`src/rtl/m92_bus_decoder.sv`:
```
// rtl/m92_bus_decoder.sv - registered M92 CPU bus decoder with SDRAM ROM fetch handshake
// Define M92_BUS_DECODER_CACHE_EN to build the one-entry ROM fetch cache.
module m92_bus_decoder #(
  parameter int DW = 16,
  parameter int BANK_W = 4,
  parameter int SDR_AW = 25,
  parameter logic [SDR_AW-1:0] ROM_BASE = '0,
  parameter int TIMEOUT = 255
) (
  input  logic              clk_sys,
  input  logic              reset,
  input  logic [19:0]       cpu_addr,
  input  logic              cpu_rd,
  input  logic              cpu_wr,
  output logic              cpu_ready,
  output logic [DW-1:0]     cpu_din,
  input  logic              bank_wr,
  input  logic [BANK_W-1:0] bank_din,
  input  logic [BANK_W-1:0] bank_mask,
  input  logic              alt_map,
  output logic [6:0]        sel,
  input  logic [DW-1:0]     periph_din,
  output logic              sdr_req,
  output logic [SDR_AW-1:0] sdr_addr,
  input  logic              sdr_ack,
  input  logic [DW-1:0]     sdr_data,
  output logic              timeout_err
);
  typedef enum logic [2:0] {S_IDLE, S_DECODE, S_PERIPH, S_SDR_WAIT, S_DONE} state_t;

  localparam logic [6:0] SEL_ROM = 7'b0000001;
  localparam logic [6:0] SEL_PF  = 7'b0000010;
  localparam logic [6:0] SEL_RAM = 7'b0000100;
  localparam logic [6:0] SEL_BUF = 7'b0001000;
  localparam logic [6:0] SEL_SPR = 7'b0010000;
  localparam logic [6:0] SEL_VID = 7'b0100000;
  localparam logic [6:0] SEL_EEP = 7'b1000000;
  localparam logic [15:0] TO_LAST = 16'(TIMEOUT - 1);
  localparam logic [SDR_AW-21:0] ROM_HI = ROM_BASE[SDR_AW-1:20];

  state_t              state_q, state_d;
  logic [19:0]         addr_q, addr_d;
  logic                wr_q, wr_d;
  logic                release_q, release_d;
  logic [15:0]         cnt_q, cnt_d;
  logic [BANK_W-1:0]   bank_q, bank_d;
  logic                cpu_ready_q, cpu_ready_d;
  logic [DW-1:0]       cpu_din_q, cpu_din_d;
  logic [6:0]          sel_q, sel_d;
  logic                sdr_req_q, sdr_req_d;
  logic [SDR_AW-1:0]   sdr_addr_q, sdr_addr_d;
  logic                timeout_err_q, timeout_err_d;

  logic [6:0]          dec_sel;
  logic [SDR_AW-1:0]   rom_addr;
  logic [BANK_W-1:0]   eff_bank;
  logic                cache_hit;
  logic [DW-1:0]       cache_rdata;

  assign eff_bank = (bank_q & bank_mask) | (addr_q[19:16] & ~bank_mask);

  always_comb begin
    dec_sel  = '0;
    rom_addr = {ROM_HI, addr_q};
    if (addr_q[19:16] == 4'hC) begin
      dec_sel = SEL_ROM;
    end else if (addr_q[19:16] == 4'hD) begin
      dec_sel = SEL_PF;
    end else if (addr_q[19:16] == 4'hE) begin
      dec_sel = SEL_RAM;
    end else if (addr_q[19:16] == 4'hF) begin
      if (addr_q[15:14] == 2'b00)         dec_sel = SEL_EEP;
      else if (addr_q[15:12] == 4'h8)     dec_sel = SEL_BUF;
      else if (addr_q[15:4] == 12'h900)   dec_sel = SEL_SPR;
      else if (addr_q[15:1] == 15'h4C00)  dec_sel = SEL_VID;
      else if (addr_q[15:4] == 12'hFFF) begin
        // Reset vector page mirrors the top of ROM bank 7.
        dec_sel  = SEL_ROM;
        rom_addr = {ROM_HI, 16'h7FFF, addr_q[3:0]};
      end
    end else if (alt_map && addr_q[19:16] == 4'h8) begin
      dec_sel = SEL_PF;
    end else begin
      dec_sel  = SEL_ROM;
      rom_addr = {ROM_HI, (addr_q[19:17] == 3'b101) ? eff_bank : addr_q[19:16], addr_q[15:0]};
    end
  end

`ifdef M92_BUS_DECODER_CACHE_EN
  logic              cache_valid_q, cache_valid_d;
  logic [SDR_AW-1:0] cache_tag_q, cache_tag_d;
  logic [DW-1:0]     cache_data_q, cache_data_d;

  always_comb begin
    cache_valid_d = cache_valid_q;
    cache_tag_d   = cache_tag_q;
    cache_data_d  = cache_data_q;
    if (state_q == S_SDR_WAIT && sdr_ack) begin
      cache_valid_d = 1'b1;
      cache_tag_d   = sdr_addr_q;
      cache_data_d  = sdr_data;
    end
    if (bank_wr) cache_valid_d = 1'b0;
  end

  always_ff @(posedge clk_sys) begin
    if (reset) begin
      cache_valid_q <= 1'b0;
      cache_tag_q   <= '0;
      cache_data_q  <= '0;
    end else begin
      cache_valid_q <= cache_valid_d;
      cache_tag_q   <= cache_tag_d;
      cache_data_q  <= cache_data_d;
    end
  end

  assign cache_hit   = cache_valid_q && (cache_tag_q == rom_addr);
  assign cache_rdata = cache_data_q;
`else
  assign cache_hit   = 1'b0;
  assign cache_rdata = '0;
`endif

  always_comb begin
    state_d       = state_q;
    addr_d        = addr_q;
    wr_d          = wr_q;
    release_d     = release_q;
    cnt_d         = cnt_q;
    bank_d        = bank_wr ? bank_din : bank_q;
    cpu_ready_d   = 1'b0;
    cpu_din_d     = cpu_din_q;
    sel_d         = sel_q;
    sdr_req_d     = sdr_req_q;
    sdr_addr_d    = sdr_addr_q;
    timeout_err_d = timeout_err_q;
    case (state_q)
      S_IDLE: begin
        if (!cpu_rd && !cpu_wr) begin
          release_d = 1'b0;
        end else if (!release_q) begin
          addr_d  = cpu_addr;
          wr_d    = cpu_wr;
          state_d = S_DECODE;
        end
      end
      S_DECODE: begin
        sel_d = dec_sel;
        if (dec_sel != SEL_ROM) begin
          state_d = S_PERIPH;
        end else if (wr_q) begin
          state_d = S_DONE;
        end else if (cache_hit) begin
          cpu_din_d = cache_rdata;
          state_d   = S_DONE;
        end else begin
          sdr_req_d  = 1'b1;
          sdr_addr_d = rom_addr;
          cnt_d      = '0;
          state_d    = S_SDR_WAIT;
        end
      end
      S_PERIPH: begin
        if (!wr_q) cpu_din_d = (sel_q == '0) ? '1 : periph_din;
        state_d = S_DONE;
      end
      S_SDR_WAIT: begin
        // Ack is checked first so a same-cycle ack beats the timeout.
        if (sdr_ack) begin
          cpu_din_d = sdr_data;
          sdr_req_d = 1'b0;
          state_d   = S_DONE;
        end else if (cnt_q >= TO_LAST) begin
          cpu_din_d     = '1;
          sdr_req_d     = 1'b0;
          timeout_err_d = 1'b1;
          state_d       = S_DONE;
        end else begin
          cnt_d = (cnt_q == 16'hFFFF) ? cnt_q : cnt_q + 16'd1;
        end
      end
      S_DONE: begin
        cpu_ready_d = 1'b1;
        sel_d       = '0;
        release_d   = 1'b1;
        state_d     = S_IDLE;
      end
      default: state_d = S_IDLE;
    endcase
  end

  always_ff @(posedge clk_sys) begin
    if (reset) begin
      state_q       <= S_IDLE;
      addr_q        <= '0;
      wr_q          <= 1'b0;
      release_q     <= 1'b0;
      cnt_q         <= '0;
      bank_q        <= '0;
      cpu_ready_q   <= 1'b0;
      cpu_din_q     <= '0;
      sel_q         <= '0;
      sdr_req_q     <= 1'b0;
      sdr_addr_q    <= '0;
      timeout_err_q <= 1'b0;
    end else begin
      state_q       <= state_d;
      addr_q        <= addr_d;
      wr_q          <= wr_d;
      release_q     <= release_d;
      cnt_q         <= cnt_d;
      bank_q        <= bank_d;
      cpu_ready_q   <= cpu_ready_d;
      cpu_din_q     <= cpu_din_d;
      sel_q         <= sel_d;
      sdr_req_q     <= sdr_req_d;
      sdr_addr_q    <= sdr_addr_d;
      timeout_err_q <= timeout_err_d;
    end
  end

  assign cpu_ready   = cpu_ready_q;
  assign cpu_din     = cpu_din_q;
  assign sel         = sel_q;
  assign sdr_req     = sdr_req_q;
  assign sdr_addr    = sdr_addr_q;
  assign timeout_err = timeout_err_q;
endmodule
```
`config.mk`:
```
export PLATFORM = sky130hd
export DESIGN_NAME = m92_bus_decoder
export DESIGN_NICKNAME = d
export VERILOG_FILES = /design/src/rtl/m92_bus_decoder.sv
export SDC_FILE = /design/constraint.sdc
export NUM_CORES = 1
export LEC_CHECK = 0
export CAP_MARGIN = 20
export CORE_ASPECT_RATIO = 0.5
export CORE_MARGIN = 1.5
export CORE_UTILIZATION = 47
export CTS_CLUSTER_SIZE = 28
export DETAILED_ROUTE_END_ITERATION = 12
export GPL_ROUTABILITY_DRIVEN = 0
export PLACE_DENSITY = 0.84
export SLEW_MARGIN = 10
export SYNTH_ARGS = -nofsm -noshare
export SYNTH_HDL_FRONTEND = slang
export SYNTH_SLANG_ARGS = --single-unit
```
`constraint.sdc`:
```
create_clock -name clk_sys -period 2.4 [get_ports clk_sys]
set_input_delay 0.24 -clock clk_sys [delete_from_list [all_inputs] [get_ports clk_sys]]
set_output_delay 0.24 -clock clk_sys [all_outputs]
set_load 0.02 [all_outputs]
```
* Word-level counts from Yosys, hierarchy flattened
Index checks and enable logic that the tools add are counted.
** Operators by class
- Add/subtract/negate cells :: 1
- Multiply operators :: 0
- Divide/modulo/power cells :: 0
- Magnitude comparators :: 1
- Equality and inequality tests :: 26
- Shift-type cells :: 0
- Muxes and demuxes :: 48
- Bitwise logic cells :: 9
- Reduce and logical (&&, ||, !) cells :: 19
** Operator list (number)
- 2-to-1 mux 16 bit :: 9
- 2-to-1 mux 20 bit :: 6
- 2-to-1 mux 25 bit :: 4
- one-hot mux 16 bit (2 select lines) :: 2
- 2-to-1 mux 7 bit :: 5
- equality test 12 bit (second input constant) :: 2
- equality test 4 bit (second input constant) :: 6
- 2-to-1 mux 3 bit :: 6
- 2-to-1 mux 6 bit :: 3
- inequality test 2 bit (second input constant) :: 9
- adder 16 x 1 -> 16 bit (second input constant) :: 1
- equality test 16 bit (second input constant) :: 1
- >= comparator 16 x 8 -> 1 bit (second input constant) :: 1
- equality test 15 bit (second input constant) :: 1
- AND reduction 3 bit :: 5
- one-hot mux 7 bit (2 select lines) :: 1
- one-hot mux 3 bit (4 select lines) :: 1
- bitwise AND 4 bit :: 2
- nonzero test 2 bit :: 4
- zero test 7 bit :: 1
- 2-to-1 mux 1 bit :: 7
- inequality test 7 x 1 -> 1 bit (second input constant) :: 1
- equality test 3 x 2 -> 1 bit (second input constant) :: 2
- equality test 3 bit (second input constant) :: 2
- other kinds (15) :: 22
** Storage, ports and cells
- Bits in registers :: 96
- Latch bits :: 0
- RAM bits :: 0
- Memory bits (read-only) :: 0
- Input port bits :: 67
- Output and inout port bits :: 51
- Word-level logic and storage cells :: 116
- Memories :: 0

* Logic depth before layout (Yosys ltp)
- Word-level depth :: 13
- Gate-level depth with buffers :: 8
- Depth with buffers taken out :: 6

* Least setup slack after synthesis
OpenSTA, ideal clock, no wires.
- Path type :: register to register
- From :: register cnt_q[12]
- To :: register cnt_q[1]
- Library setup time :: 121 ps
- Arrival :: 1759 ps
- Required time :: 2279 ps
- Setup slack :: 521 ps
- Stages on the path, launching flop included :: 6
- Clock period less this slack :: 1879 ps
- Path through :: dfxtp_1 -> or4_4 -> nor2_4 -> a31oi_1 -> nor2_2 -> mux2_2
** On the way
- Cells in the longest elaborated chain, start to end :: 3
- Elaborated cells between the ends (all ways) :: 5
- Those cells by class :: order compare (1); eq/ne (3); reduce/logical (1)
** RTL lines
- from (decl) :: RTL line 45 : logic [15:0] cnt_q, cnt_d;
- from (signal assigned) :: RTL line 212 : cnt_q <= cnt_d;
- >= comparator 16 x 8 -> 1 bit / equality test 16 bit (equally long branches) :: RTL line 174, 180
- inequality test 2 bit (no line)
- AND reduction 6 bit (no line) (*)
Every way passes the cells marked *; elsewhere a longest branch is shown, timed or not.
A chain may end at the register's enable or synchronous reset.

* Final worst setup path
- From :: register state_q[0]
- To :: register cnt_q[1]
** On the way
- Cells in the longest elaborated chain, start to end :: 3
- Elaborated cells between the ends (all ways) :: 10
- Those cells by class :: eq/ne (7); mux (1); reduce/logical (2)
** RTL lines
- from (decl) :: RTL line 41 : state_t state_q, state_d;
- from (signal assigned) :: RTL line 208 : state_q <= state_d;
- equality test 3 x 2 -> 1 bit / equality test 3 x 1 -> 1 bit (equally long branches) :: RTL line 138 : case (state_q)
- inequality test 2 bit (no line) / nonzero test 2 bit (equally long branches)
- AND reduction 6 bit (no line)
Parallel ways exist; a longest one is shown, timed or not.

==> reports/qor.txt <==
clock tree buffer depth - 2
Port Buffers - 112
initial antenna violation count - 0
number of synthesized flops with an enable pin - 0
setup_tns - 0 ns
# placed instances - 661
io pins - 118
Die X - 132 um
# rows - 23
Post-Route WL - 9940 um
top-count cell post-synth - dfxtp_1
largest family of logic cells by synthesized area - simple AND/OR/NAND/NOR gates
cts repair resizes - 0
CORE AREA - 0.00806 mm2
global-route wire length before repair - 16200 um
Final HPWL DP - 7020 um
Clk pin slew, worst setup/hold paths - 0.06 ns
clock sink count - 91
ant diodes - 0
crit path max fanout - 13
synth top area cells - dfxtp_1 46%, a21oi_1 8.9%, nand2_1 8.3%
Setup Fix Bufs, Post-CTS - 0
Yosys reg bits - 91
Syn Inst Count - 457
DR DRC count - 0
# setup viols final - 0
final hold vios - 0
Main synth FF type - dfxtp_1
GRT overflow - 0
Crit Path Category - reg -> reg
share of the synthesized area in the top cell type - 0.465
post-synthesis simple-gate area fraction - 0.254
busiest layer in global routing - met2
total die area - 0.00893 mm2
fin crit period - 2.13 ns
Synth Area in XOR/XNOR - 0
post-layout util - 0.666
Synth Area in Compound Gates - 0.202
H-tree levels - 3
initial core utilization - 0.486
Commonest cells post-synth - 91 x dfxtp_1, 87 x nand2_1, 70 x a21oi_1
RSZ-0062 raised after global routing - no
Max Cap Viol - 0
layout cells sized above 1 - 0.0850
Worst setup startpoint - state_q[0]$_SDFFE_PP0P_
area delta synth->final - 37.0%
Skew-Pair Late Insertion Delay - 0.34 ns
Synth Area per Inst - 8.58 um2
RR Startpoint - state_q[0]$_SDFFE_PP0P_
DR iter-0 viols - 276
power density over cell area - 879 mW/mm2
placed cell area - 0.00509 mm2
CTS tree - built
fin crit share - 0.886
Layout Nets - 629
fmax - 470 MHz
GR Util met2 - 0.380
area share of fa/ha/maj cells after synthesis - 0.00638
via count - 3685
gr usage total - 0.230
vias in the first global route - 3348
Seq/Total Area, Yosys - 0.465
met1 GRT Util - 0.295
post-synth top area cell - dfxtp_1
Pre-Repair DR Iteration Count - 4
pin count of the biggest net entering global routing - 33
Filler cells - 664
hold crit path type - in -> reg
Die Height - 67.6 um
mapped cell area - 0.00392 mm2
wire per inst - 14.7 um
CTS Buf Count - 9
CTS Hold Bufs - 0
R2R setup slack - 0.27 ns
Pins Over Slew Limit - 0
Setup crit start kind - flop
Leak - 0.00188 uW
WP data arrival - 2.35 ns
post-synthesis async set-or-reset flop share - 0
total power - 4720 uW
Critical Path Sink Type - flop
clk root buf - clkbuf_16
Rel. slew slack - 0.558
CP required - 2.62 ns
final instance area - 0.00537 mm2
yosys warns - 0
library cells used by synthesis - 61
mux contribution to synthesized area - 0.0156
status - complete, no violations
HP Start - reset
Via density - 5.44
Routed Antenna Nets - 0
post-route insts no fill - 677
final clock skew - 0.00659 ns
peak supply drop - 0.499 mV
worst slew pin tran - 0.660 ns
met3 Use GR - 0.0616
==> state kept, by name (all words and copies together), names as in the netlist, 3 cells and up <==
| name | count |
|---|---|
| sdr_addr | 20 |
| state_q | 3 |
| bank_q | 4 |
| sel | 7 |
| addr_q | 20 |
| cpu_din | 16 |
| cnt_q | 16 |
==> layer usage <==
metal | vias to the layer above | part of all wire
met5 | - | 0
met4 | 0 | 0.018
met3 | 18 | 0.051
met2 | 107 | 0.46
met1 | 1724 | 0.47
li1 | 1836 | -
==> power by group <==
| part | total [uW] | switching (uW) | leakage, uW | internal (uW) |
|---|---|---|---|---|
| Combinational | 1460 | 817 | 0.000996 | 645 |
| Sequential | 1930 | 210 | 0.000741 | 1720 |
| Clock | 1320 | 586 | 0.000140 | 736 |
==> final timing paths <==
| path | end | depth (start not counted) |
|---|---|---|
| worst min-delay path | timeout_err$_SDFFE_PP0P_ | 2 |
| worst max-delay path | cnt_q[1]$_SDFFE_PP0P_ | 6 |
| worst max register to register | cnt_q[1]$_SDFFE_PP0P_ | 6 |
| worst min register to register | sdr_addr[9]$_SDFFE_PP0P_ | 2 |
==> cell families after synthesis <==
group,count (synthesis)
AND/OR/NAND/NOR,194
AO/OA/AOI/OAI,122
adder cells (fa/ha/maj),2
multiplexers,6
buffers and inverters,41
other,1
flip-flops,91
==> layout make-up <==
class | count | area (um2) | share of cell area
Timing Repair Buffer | 125 | 1210 | 0.226
Sequential cell | 91 | 1820 | 0.339
Multi-Input combinational cell | 329 | 1900 | 0.354
Clock buffer | 11 | 243 | 0.0452
Inverter | 4 | 15.0 | 0.00280
Tap cell | 112 | 140 | 0.0261
Clock inverter | 5 | 36.3 | 0.00676
==> worst max-delay path, cell delays in order (launching register included) <==
cell     delay [ns]
dfxtp_1        0.58
nor3b_1        0.31
buf_4          0.19
nand2_1        0.13
o22ai_2        0.37
nor2_2         0.12
mux2_2         0.31
==> placed cells by master, fill, tap and decap left out, types with 5 or more instances in the layout <==
cell	synthesis	routed
o221ai_1	16	16
nand2_1	87	87
buf_4	5	13
nor3_1	8	8
clkdlybuf4s50_1	0	111
mux2i_1	5	5
clkbuf_16	0	9
a31oi_1	5	5
o21ai_0	8	8
dfxtp_1	91	91
nand3_1	7	7
nor3b_1	6	6
a21oi_1	70	70
nand2b_1	16	16
nor2_1	23	23
conb_1	1	5
nand4_1	7	7
==> per-stage QoR <==
stage / hold WS [ns] / setup WS, ns
2_1_floorplan: 0.376 / 0.521
3_3_place_gp: 0.437 / 0.367
3_5_place_dp: 0.444 / 0.336
4_1_cts: 0.374 / 0.315
5_1_grt: 0.413 / 0.104
6_report: 0.386 / 0.274
Note: power is estimated with default switching activity, not from simulation.
